$ cat src/rtl/axis_hdr_pkg.sv
// Shared types and helpers for the AXI-Stream header inserter.
// Contents:
//   state_e        - inserter FSM states
//   keep_popcount  - number of set bits in a keep vector (up to MaxBytes lanes)
//   keep_from_cnt  - MSB-aligned keep mask of cnt set bits within a w-lane vector
//   sat_cnt        - clamp a byte count to w
package axis_hdr_pkg;

  localparam int unsigned MaxBytes = 64;

  typedef enum logic [1:0] {
    StIdle,
    StStream,
    StTail
  } state_e;

  function automatic int unsigned keep_popcount(input logic [MaxBytes-1:0] keep);
    int unsigned cnt;
    cnt = 0;
    for (int unsigned i = 0; i < MaxBytes; i++) begin
      cnt += 32'(keep[i]);
    end
    return cnt;
  endfunction

  function automatic logic [MaxBytes-1:0] keep_from_cnt(input int unsigned cnt,
                                                        input int unsigned w);
    logic [MaxBytes-1:0] mask;
    mask = '0;
    for (int unsigned i = 0; i < MaxBytes; i++) begin
      if ((i < w) && (i + cnt >= w)) mask[i] = 1'b1;
    end
    return mask;
  endfunction

  function automatic int unsigned sat_cnt(input int unsigned cnt, input int unsigned w);
    return (cnt > w) ? w : cnt;
  endfunction

endpackage

$ cat src/rtl/axis_hdr_merge.sv
// Combinational byte-repacking datapath for the header inserter.
// Ports:
//   res_data/res_keep          - carried-over bytes, right-aligned (low n lanes)
//   data_in/keep_in            - current payload beat
//   n                          - carried byte count, already clamped to DATA_BYTE_WD
//   merged_data/merged_keep    - {residual, top W-n payload bytes}
//   next_res_data/next_res_keep- low n payload bytes, to carry into the next beat
//   overflow                   - popcount(keep_in) + n exceeds one beat
//   tail_data/tail_keep        - flush beat built from the residual alone
module axis_hdr_merge
  import axis_hdr_pkg::*;
#(
  parameter int unsigned DATA_WD      = 32,
  parameter int unsigned DATA_BYTE_WD = DATA_WD / 8,
  parameter int unsigned CNT_WD       = $clog2(DATA_BYTE_WD) + 1
) (
  input  logic [DATA_WD-1:0]      res_data,
  input  logic [DATA_BYTE_WD-1:0] res_keep,
  input  logic [DATA_WD-1:0]      data_in,
  input  logic [DATA_BYTE_WD-1:0] keep_in,
  input  logic [CNT_WD-1:0]       n,
  output logic [DATA_WD-1:0]      merged_data,
  output logic [DATA_BYTE_WD-1:0] merged_keep,
  output logic [DATA_WD-1:0]      next_res_data,
  output logic [DATA_BYTE_WD-1:0] next_res_keep,
  output logic                    overflow,
  output logic [DATA_WD-1:0]      tail_data,
  output logic [DATA_BYTE_WD-1:0] tail_keep
);

  localparam int unsigned W = DATA_BYTE_WD;

  int unsigned n_int;

  // Lane-wise selection instead of shifts so n=0 and n=W never need an
  // out-of-range shift amount.
  always_comb begin
    n_int         = 32'(n);
    merged_data   = '0;
    merged_keep   = '0;
    next_res_data = '0;
    next_res_keep = '0;
    tail_data     = '0;
    for (int unsigned i = 0; i < W; i++) begin
      if (i + n_int >= W) begin
        merged_data[8*i +: 8] = res_data[8*(i+n_int-W) +: 8];
        merged_keep[i]        = res_keep[i+n_int-W];
        tail_data[8*i +: 8]   = res_data[8*(i+n_int-W) +: 8];
      end else begin
        merged_data[8*i +: 8] = data_in[8*(i+n_int) +: 8];
        merged_keep[i]        = keep_in[i+n_int];
      end
      if (i < n_int) begin
        next_res_data[8*i +: 8] = data_in[8*i +: 8];
        next_res_keep[i]        = keep_in[i];
      end
    end
    overflow  = (keep_popcount(MaxBytes'(keep_in)) + n_int) > W;
    // In the tail state the residual holds exactly the k+n-W spilled bytes.
    tail_keep = DATA_BYTE_WD'(keep_from_cnt(keep_popcount(MaxBytes'(res_keep)), W));
  end

endmodule

$ cat src/rtl/axis_hdr_insert_v2.sv
// AXI-Stream header inserter: prepends 0..DATA_BYTE_WD header bytes to each packet,
// repacking the payload MSB-first and adding a tail beat when bytes spill over.
// Ports:
//   clk, rst_n                                  - clock, synchronous active-low reset
//   valid_in/data_in/keep_in/last_in/ready_in   - payload stream (sink)
//   valid_out/data_out/keep_out/last_out/ready_out - output stream (source, registered)
//   valid_insert/data_insert/byte_insert_cnt/ready_insert - header (low n bytes valid)
module axis_hdr_insert_v2
  import axis_hdr_pkg::*;
#(
  parameter int unsigned DATA_WD      = 32,
  parameter int unsigned DATA_BYTE_WD = DATA_WD / 8,
  parameter int unsigned CNT_WD       = $clog2(DATA_BYTE_WD) + 1
) (
  input  logic                    clk,
  input  logic                    rst_n,
  input  logic                    valid_in,
  input  logic [DATA_WD-1:0]      data_in,
  input  logic [DATA_BYTE_WD-1:0] keep_in,
  input  logic                    last_in,
  output logic                    ready_in,
  output logic                    valid_out,
  output logic [DATA_WD-1:0]      data_out,
  output logic [DATA_BYTE_WD-1:0] keep_out,
  output logic                    last_out,
  input  logic                    ready_out,
  input  logic                    valid_insert,
  input  logic [DATA_WD-1:0]      data_insert,
  input  logic [CNT_WD-1:0]       byte_insert_cnt,
  output logic                    ready_insert
);

  state_e                  state_q, state_d;
  logic [CNT_WD-1:0]       n_q, n_d;
  logic [DATA_WD-1:0]      res_data_q, res_data_d;
  logic [DATA_BYTE_WD-1:0] res_keep_q, res_keep_d;
  logic                    valid_q, valid_d;
  logic [DATA_WD-1:0]      data_q, data_d;
  logic [DATA_BYTE_WD-1:0] keep_q, keep_d;
  logic                    last_q, last_d;

  logic [DATA_WD-1:0]      merged_data, next_res_data, tail_data;
  logic [DATA_BYTE_WD-1:0] merged_keep, next_res_keep, tail_keep;
  logic                    overflow;
  logic                    adv;
  int unsigned             n_sat;

  axis_hdr_merge #(
    .DATA_WD     (DATA_WD),
    .DATA_BYTE_WD(DATA_BYTE_WD),
    .CNT_WD      (CNT_WD)
  ) u_merge (
    .res_data     (res_data_q),
    .res_keep     (res_keep_q),
    .data_in      (data_in),
    .keep_in      (keep_in),
    .n            (n_q),
    .merged_data  (merged_data),
    .merged_keep  (merged_keep),
    .next_res_data(next_res_data),
    .next_res_keep(next_res_keep),
    .overflow     (overflow),
    .tail_data    (tail_data),
    .tail_keep    (tail_keep)
  );

  assign adv   = ~valid_q | ready_out;
  assign n_sat = sat_cnt(32'(byte_insert_cnt), DATA_BYTE_WD);

  always_comb begin
    state_d      = state_q;
    n_d          = n_q;
    res_data_d   = res_data_q;
    res_keep_d   = res_keep_q;
    valid_d      = valid_q;
    data_d       = data_q;
    keep_d       = keep_q;
    last_d       = last_q;
    ready_in     = 1'b0;
    ready_insert = 1'b0;
    unique case (state_q)
      StIdle: begin
        ready_insert = adv & rst_n;
        if (adv) valid_d = 1'b0;
        if (valid_insert && ready_insert) begin
          n_d = CNT_WD'(n_sat);
          for (int unsigned i = 0; i < DATA_BYTE_WD; i++) begin
            res_data_d[8*i +: 8] = (i < n_sat) ? data_insert[8*i +: 8] : 8'h00;
            res_keep_d[i]        = (i < n_sat);
          end
          state_d = StStream;
        end
      end
      StStream: begin
        ready_in = adv & rst_n;
        if (adv) begin
          valid_d = valid_in;
          if (valid_in) begin
            data_d     = merged_data;
            keep_d     = merged_keep;
            last_d     = last_in & ~overflow;
            res_data_d = next_res_data;
            res_keep_d = next_res_keep;
            if (last_in) state_d = overflow ? StTail : StIdle;
          end
        end
      end
      StTail: begin
        if (adv) begin
          valid_d = 1'b1;
          data_d  = tail_data;
          keep_d  = tail_keep;
          last_d  = 1'b1;
          state_d = StIdle;
        end
      end
      default: state_d = StIdle;
    endcase
  end

  always_ff @(posedge clk) begin
    if (!rst_n) begin
      state_q    <= StIdle;
      n_q        <= '0;
      res_data_q <= '0;
      res_keep_q <= '0;
      valid_q    <= 1'b0;
      data_q     <= '0;
      keep_q     <= '0;
      last_q     <= 1'b0;
    end else begin
      state_q    <= state_d;
      n_q        <= n_d;
      res_data_q <= res_data_d;
      res_keep_q <= res_keep_d;
      valid_q    <= valid_d;
      data_q     <= data_d;
      keep_q     <= keep_d;
      last_q     <= last_d;
    end
  end

  assign valid_out = valid_q;
  assign data_out  = data_q;
  assign keep_out  = keep_q;
  assign last_out  = last_q;

endmodule

$ cat config.mk
export PLATFORM = sky130hd
export DESIGN_NAME = axis_hdr_insert_v2
export DESIGN_NICKNAME = d
export VERILOG_FILES = /design/src/rtl/axis_hdr_pkg.sv /design/src/rtl/axis_hdr_merge.sv /design/src/rtl/axis_hdr_insert_v2.sv
export SDC_FILE = /design/constraint.sdc
export NUM_CORES = 1
export LEC_CHECK = 0
export ABC_AREA = 1
export CORE_ASPECT_RATIO = 0.8
export CORE_MARGIN = 10
export CORE_UTILIZATION = 40
export CTS_CLUSTER_DIAMETER = 40
export DETAILED_ROUTE_END_ITERATION = 7
export DONT_BUFFER_PORTS = 1
export REMOVE_ABC_BUFFERS = 1
export SYNTH_ARGS = -nofsm -noshare
export SYNTH_HDL_FRONTEND = slang
export SYNTH_HIERARCHICAL = 1
export SYNTH_SLANG_ARGS = --single-unit
$ cat constraint.sdc
create_clock -name clk -period 7.1 [get_ports clk]
set_input_delay 1.42 -clock clk [delete_from_list [all_inputs] [get_ports clk]]
set_output_delay 1.42 -clock clk [all_outputs]
set_load 0.02 [all_outputs]
---- After elaboration in Yosys (flattened, before gate mapping) ----
Index checks and enable logic that the tools add are counted.
storage, ports and cells
  word-level logic and storage cells ...... 159
  output and inout port bits .............. 40
  flip-flop bits (word level) ............. 79
operators by class
  muxes and demuxes ....................... 77
  equal/unequal tests ..................... 8
  shifts and indexed selects .............. 8
  magnitude comparators ................... 26
  add/sub/neg operators ................... 17
  reduce and logical (&&, ||, !) cells .... 10
  bitwise operators ....................... 5
operators by type and width
  cell                                                                count
  indexed part select 32 x 33 -> 8 bit                                7
  greater-or-equal comparator 32 x 3 -> 1 bit, second input constant  7
  less-than comparator 32 x 3 -> 1 bit, second input constant         7
  2-to-1 mux 32 bit                                                   6
  adder 32 x 1 -> 32 bit                                              4
  2-to-1 mux 8 bit                                                    16
  case mux 32 bit (2 select lines)                                    2
  subtractor 32 x 3 -> 32 bit, second input constant                  3
  adder 2 x 32 -> 32 bit, first input constant                        2
  adder 1 x 32 -> 32 bit, first input constant                        1
  adder 32 x 3 -> 32 bit                                              1
  greater-than comparator 32 x 3 -> 1 bit, second input constant      1
  indexed part select 32 x 7 -> 8 bit                                 1
  2-to-1 mux 1 bit                                                    27
  2-to-1 mux 4 bit                                                    6
  binary-select mux 1 bit (select 2 bit)                              8
  case mux 4 bit (2 select lines)                                     2
  less-than comparator 1 x 3 -> 1 bit, first input constant           4
  less-than comparator 2 x 3 -> 1 bit, first input constant           4
  2-to-1 mux 2 bit                                                    6
  != test 2 bit, second input constant                                6
  AND reduction 4 bit                                                 3
  adder 2 x 3 -> 4 bit, first input constant                          2
  case mux 2 bit (3 select lines)                                     1
  other kinds (20)                                                    24

---- Depth between registers and ports, before layout ----
Gate-level depths: netlist of run 1.
  word-level depth ........................ 10
  depth in mapped cells ................... 17
  gate-level depth less buffers ........... 15

---- By module ----
Netlist of run 1, hierarchy kept.
by module, submodules not included
  module              instances  cells an instance  seq. area each (µm²)  area each (µm²)
  axis_hdr_insert_v2  1          675                1,581.5               4,206.5
  axis_hdr_merge      1          623                0.0                   2,860.2

---- Worst setup path after synthesis of run 1 ----
Ideal clock, no wire load.
  path kind ............................... input port to output port
  start ................................... in ready_out
  end ..................................... out ready_insert
  cell stages on the path ................. 4
  slack ................................... 3.687 ns
  data required time ...................... 5.680 ns
  arrival time ............................ 1.993 ns
  cells stage by stage .................... inv_1 > nand2_2 > nand2_1 > nor2_1
between the ends
  longest elaborated chain between the ends .. 3
RTL lines
  item              RTL line                  source
  from (decl)       axis_hdr_insert_v2.sv:26  input logic ready_out,
  OR 1 bit          axis_hdr_insert_v2.sv:67  assign adv = ~valid_q | ready_out;
  AND 1 bit         axis_hdr_insert_v2.sv:83  ready_insert = adv & rst_n;
  2-to-1 mux 1 bit  axis_hdr_insert_v2.sv:81  unique case (state_q)
  to (decl)         axis_hdr_insert_v2.sv:30  output logic ready_insert
No other way between the ends.

---- Worst setup path in the final report of run 1 ----
Same ends and word-level chain as after synthesis.

==> impl_metrics.py, run 1 <==
metrics = {
    "layout": {
        "n_antenna_cell": 0,
        "drive_above_1_share_pct": 3.61,
        "area_growth_pct": 1.81,
        "multi_input_area_sq_mm": 0.00424,
        "final_util_pct": 41.5,
        "register_area_sq_mm": 0.00158,
        "fillers": 2013,
        "nets": 1340,
    },
    "detailed_routing": {
        "drtIter0Drc": 723,
        "via_count": 7575,
        "finalWirelength_microns": 23800,
        "vias_per_cell": 5.15,
        "ant_nets": 0,
        "drc": 0,
        "wl_per_cell_microns": 16.2,
        "first_pass_iters": 5,
    },
    "timing": {
        "fin_skew_ns": 0.00850,
        "rsz0062_at_grt": "false",
        "worstMarginPinSlew_ns": 1.09,
        "whs_ns": 0.513,
        "slew_headroom_pct": 27.1,
        "hold_viol": 0,
        "fmax_mhz": 285,
        "fin_tns_setup_ns": 0,
        "setup_slack_ns": 3.59,
        "timing.final.crit_period_ns": 3.51,
        "finalSetupViolations": 0,
        "finalCritPeriodShare_pct": 49.4,
        "slew_viol_final": 0,
    },
    "global_route": {
        "overflow": 0,
        "grt_max_degree": 84,
        "antenna_found_initial": 0,
        "grtUsageTotal_pct": 19.7,
        "grt_first_pass_wirelength_microns": 37100,
        "first_global_vias": 6649,
    },
    "die": {
        "core-area_sq_mm": 0.0173,
        "start_util_pct": 40.8,
        "io_pins": 117,
        "die_w_microns": 169,
        "die_y_microns": 139,
        "die-area_sq_mm": 0.0234,
        "row_count": 43,
    },
    "place": {
        "place_ws_ns": 3.52,
        "port_buffers": 0,
        "hpwl_microns": 15200,
        "gp_congestion": 0.829,
    },
    "hold_path": {
        "min_path_cells": 2,
        "hold_path_class": "reg2reg",
        "min_to": "res_data_q[25]",
        "hp-start": "res_data_q[25]",
    },
    "critical_path": {
        "end_kind": "output port",
        "worstRegToRegCells": 13,
        "r2r_end": "data_out[10]",
        "crit_path_start_kind": "input pin",
        "crit_type": "in2out",
        "arrival_ns": 2.09,
        "rr_startpoint": "n_q[0]",
        "path_max_fanout": 7,
        "reg2reg_setup_slack_ns": 3.72,
        "worstPathRequired_ns": 5.68,
    },
    "status": {
        "outcome": "completed",
    },
    "job": {
        "cap_violations": 0,
    },
    "power_and_ir_drop": {
        "power_density_mw_per_mm2": 342,
        "p_leak_nw": 4.12,
        "ir_drop_v": 0.000150,
        "p_total_w": 0.00246,
    },
    "cts": {
        "ctsHoldBuffers": 0,
        "clkTransAtPathRegs_ns": 0.06,
        "clk_latency_ns": 0.36,
        "cts_sinks": 79,
        "h-tree-depth": 3,
        "numCtsBuffers": 9,
        "clockRootBuffer": "clkbuf_16",
        "postCtsResizedCells": 0,
        "clk_path_buf_depth": 2,
        "cts_setup_buffers": 0,
        "cts_tree": "built",
    },
    "synth": {
        "syn_area_sq_mm": 0.00707,
        "netlist_top_cells_count": "nand2_1 (512), inv_1 (194), nand3_1 (180)",
        "async_flop_share_pct": 0,
        "synth-edff-count": 0,
        "synth_cells": 1298,
        "yosys_warnings": 6,
        "yosysTopAreaCell": "nand2_1",
        "ys.flop_type": "dfxtp_1",
        "avgSynthCellArea_sq_um": 5.44,
        "yosysSeqAreaShare_pct": 22.4,
        "synth_top_area_share_pct": 27.2,
        "synth.most_common_cell": "nand2_1",
        "synth_area_leaders": "nand2_1 (27%), dfxtp_1 (22%), nand3_1 (13%)",
        "ys_ff_latch": 79,
        "synth_cell_types": 29,
    },
}
==> cell families (layout without fill, tap and decap cells) <==
logic type                 count (synthesis)  in the layout  synth area share, %
AOI/OAI and AO/OA                        106            106                 7.86
adders and majority gates                 22             22                 4.32
and+or+nand+nor                          816            816                 47.6
DFF                                       79             79                 22.4
xor gates and xnor gates                   1              1                0.124
buffers and inverters                    274            222                 17.7
==> power breakdown <==
group	internal, W	total, W	switching [W]
combinational	0.000367	0.00123	0.000862
sequential	0.000580	0.000758	0.000177
clock	0.000275	0.000474	0.000199
==> routing by layer <==
metal | wire (microns) | vias to the layer above | global-route usage (%)
met5 | 0 | - | 0
met4 | 433 | 0 | 5.40
met3 | 2340 | 28 | 5.21
met2 | 10600 | 312 | 30.7
met1 | 10400 | 3399 | 26.0
li1 | - | 3836 | -
==> flip-flops by register name, indices dropped and copies added, names as in the netlist <==
register    cells
data_out       32
last_out        1
state_q         2
n_q             3
res_keep_q      4
keep_out        4
valid_out       1
res_data_q     32
==> how the worst max path moves through the flow <==
stage	start	to
after floorplan	n_q[0]	data_out[10]
after global placement	keep_in[0]	last_out
after detailed placement	keep_in[0]	last_out
after CTS	ready_out	ready_insert
after global routing	n_q[1]	data_out[19]
final	ready_out	ready_insert
==> cells in the final DEF (no fill, tap or decap), drive strengths merged <==
cell type and instances:
nand4 1, xor2 1, ha 18, nand3 181, nand2 519, clkbuf 14, a21oi 54, nor2 113
a21boi 9, dfxtp 79, fa 4, clkinv 1, nor3 1, clkinvlp 1, buf 5, inv 201
o21ai 42, o21bai 1, nand3b 1
==> critical path, stage by stage <==
cell and delay, ns:
inv_1 0.03, nand2_2 0.12, nand2_1 0.09, nor2_1 0.43
==> through the flow <==
step           cell area (sq um)  cells
2_1_floorplan               6570   1225
3_3_place_gp                6900   1455
3_5_place_dp                6900   1455
4_1_cts                     7190   1471
5_1_grt                     7190   1471
6_report                    7190   1471
==> layout make-up <==
type	count	area share (%)
tap	225	3.91
clock inverter	2	0.174
timing repair buffer	5	0.522
clock buffer	14	3.95
inverter	201	10.5
multi-input combinational	945	58.9
sequential	79	22.0
Note: power is estimated with default switching activity, not from simulation.
==> inputs of run 2 (changes only) <==
==> constraint.sdc (replaced) <==
create_clock -name clk -period 3.2 [get_ports clk]
set_input_delay 0.64 -clock clk [delete_from_list [all_inputs] [get_ports clk]]
set_output_delay 0.64 -clock clk [all_outputs]
set_load 0.02 [all_outputs]
==> impl_metrics.py, run 2 (synthesis results as in run 1) <==
metrics = {
    "detailed_routing": {
        "wl_met2_microns": 10800,
        "ant_nets": 0,
        "drc": 0,
        "wl_per_cell_microns": 16.2,
        "via_count": 7513,
        "finalWirelength_microns": 24100,
        "first_pass_iters": 5,
        "vias_per_cell": 5.07,
        "drtIter0Drc": 712,
        "drt-met1-wl_microns": 10600,
        "wl_met3_microns": 2320,
        "top_layer": "met5",
    },
    "timing": {
        "finalSetupViolations": 0,
        "setup_slack_ns": 0.505,
        "worstMarginPinSlew_ns": 1.04,
        "timing.final.crit_period_ns": 2.70,
        "hold_viol": 0,
        "whs_ns": 0.429,
        "slew_headroom_pct": 30.7,
        "slew_viol_final": 0,
        "fmax_mhz": 371,
        "rsz0062_at_grt": "false",
        "finalCritPeriodShare_pct": 84.2,
        "fin_skew_ns": 0.00677,
    },
    "die": {
        "die_w_microns": 169,
        "row_count": 43,
        "core-area_sq_mm": 0.0173,
        "die-area_sq_mm": 0.0234,
        "die_y_microns": 139,
        "io_pins": 117,
        "start_util_pct": 40.8,
    },
    "critical_path": {
        "crit_type": "reg2reg",
        "r2r_end": "data_out[8]",
        "end_kind": "flop",
        "reg2reg_setup_slack_ns": 0.50,
        "timing.critical_path.to": "data_out[8]",
        "crit_start": "n_q[2]",
        "worstPathRequired_ns": 3.47,
        "path_delay_family": "simple AND/OR/NAND/NOR gates",
        "critical_path_depth": 12,
        "crit_slowest_cell": "nor2_1",
        "max_stage_delay_ns": 0.78,
        "path_max_fanout": 13,
        "crit_path_start_kind": "flop",
        "crit_top_cell": "nand2_1",
        "arrival_ns": 2.97,
        "cp_cell_sequence": "inv_2 > nand2_1 > nand2_1 > ha_1 > inv_1 > nor2_1 > nand3_1 > nand2_1 > nand2_1 > nand2_1 > o21ai_0 > a21oi_1",
        "cp_num_buf_inv": 2,
        "worstRegToRegCells": 12,
        "rr_startpoint": "n_q[2]",
    },
    "power_and_ir_drop": {
        "power_density_mw_per_mm2": 765,
        "p_leak_nw": 4.19,
        "ir_drop_v": 0.000303,
    },
    "global_route": {
        "grt_first_pass_wirelength_microns": 38100,
        "overflow": 0,
        "first_global_vias": 6781,
        "antenna_found_initial": 1,
        "grt_max_degree": 80,
        "grtUsageTotal_pct": 20.2,
    },
    "cts": {
        "clk_latency_ns": 0.35,
        "h-tree-depth": 3,
        "numCtsBuffers": 9,
        "cts_sinks": 79,
        "cts_setup_buffers": 0,
        "clockRootBuffer": "clkbuf_16",
        "cts_tree": "built",
        "clk_path_buf_depth": 2,
        "postCtsResizedCells": 0,
        "clkTransAtPathRegs_ns": 0.06,
        "ctsHoldBuffers": 0,
    },
    "status": {
        "outcome": "completed",
    },
    "layout": {
        "n_antenna_cell": 0,
        "fillers": 1956,
        "final_common_cell": "nand2_1",
        "final_cell_mix": "nand2_1 (512), inv_1 (194), nand3_1 (180)",
        "nets": 1352,
        "final_util_pct": 42.2,
        "area_growth_pct": 3.42,
        "drive_above_1_share_pct": 4.45,
    },
    "hold_path": {
        "hold_path_class": "in2reg",
        "min_path_cells": 2,
    },
    "place": {
        "hpwl_microns": 16100,
        "port_buffers": 0,
        "place_ws_ns": 0.457,
        "gp_congestion": 0.913,
    },
    "job": {
        "cap_violations": 0,
    },
}
==> run 2: cell types whose count changed in the layout (fill, tap and decap cells not counted) <==
cell / before / now
buf_4: 5 / 16
clkbuf_8: 4 / 2
ha_1: 16 / 17
clkinv_4: 0 / 1
buf_12: 0 / 1
bufinv_16: 0 / 1
ha_2: 2 / 1
clkinv_2: 1 / 0
clkinvlp_4: 1 / 2
==> run 2: how the worst min path moves through the flow <==
stage | end | start
floorplan | res_data_q[24] | res_data_q[24]
global placement | res_data_q[27] | res_data_q[27]
detailed placement | res_data_q[30] | res_data_q[30]
CTS | res_data_q[19] | rst_n
global route | res_data_q[23] | rst_n
finish | res_keep_q[2] | rst_n
==> run 2: cell type report <==
class                           instances  area (sq um)  area share [%]
Clock inverter                          4          53.8           0.736
Timing Repair Buffer                   17           140            1.92
Tap cell                              225           282            3.85
Clock buffer                           12           256            3.51
Sequential cell                        79          1580            21.7
Inverter                              201           757            10.4
Multi-Input combinational cell        945          4240            58.0
==> run 2: metrics by stage <==
stage / cells / TNS (ns) / area, sq um / power, W
2_1_floorplan: 1225 / -12.91 / 6570 / 0.00364
3_3_place_gp: 1467 / 0 / 7000 / 0.00446
3_5_place_dp: 1467 / 0 / 7000 / 0.00449
4_1_cts: 1483 / 0 / 7310 / 0.00562
5_1_grt: 1483 / 0 / 7310 / 0.00612
6_report: 1483 / 0 / 7310 / 0.00559
==> run 2: power by group <==
group	leakage, nW	switching (W)	internal [W]
clock	0.145	0.000456	0.000650
sequential	0.652	0.000401	0.00129
combinational	3.39	0.00194	0.000864
total	4.19	0.00279	0.00280
==> run 2: per-layer routing <==
| layer | GRT usage (%) | vias to the layer above |
|---|---|---|
| met2 | 32.2 | 316 |
| met4 | 4.67 | 2 |
| li1 | - | 3862 |
| met5 | 0 | - |
| met1 | 26.1 | 3299 |
| met3 | 5.98 | 34 |
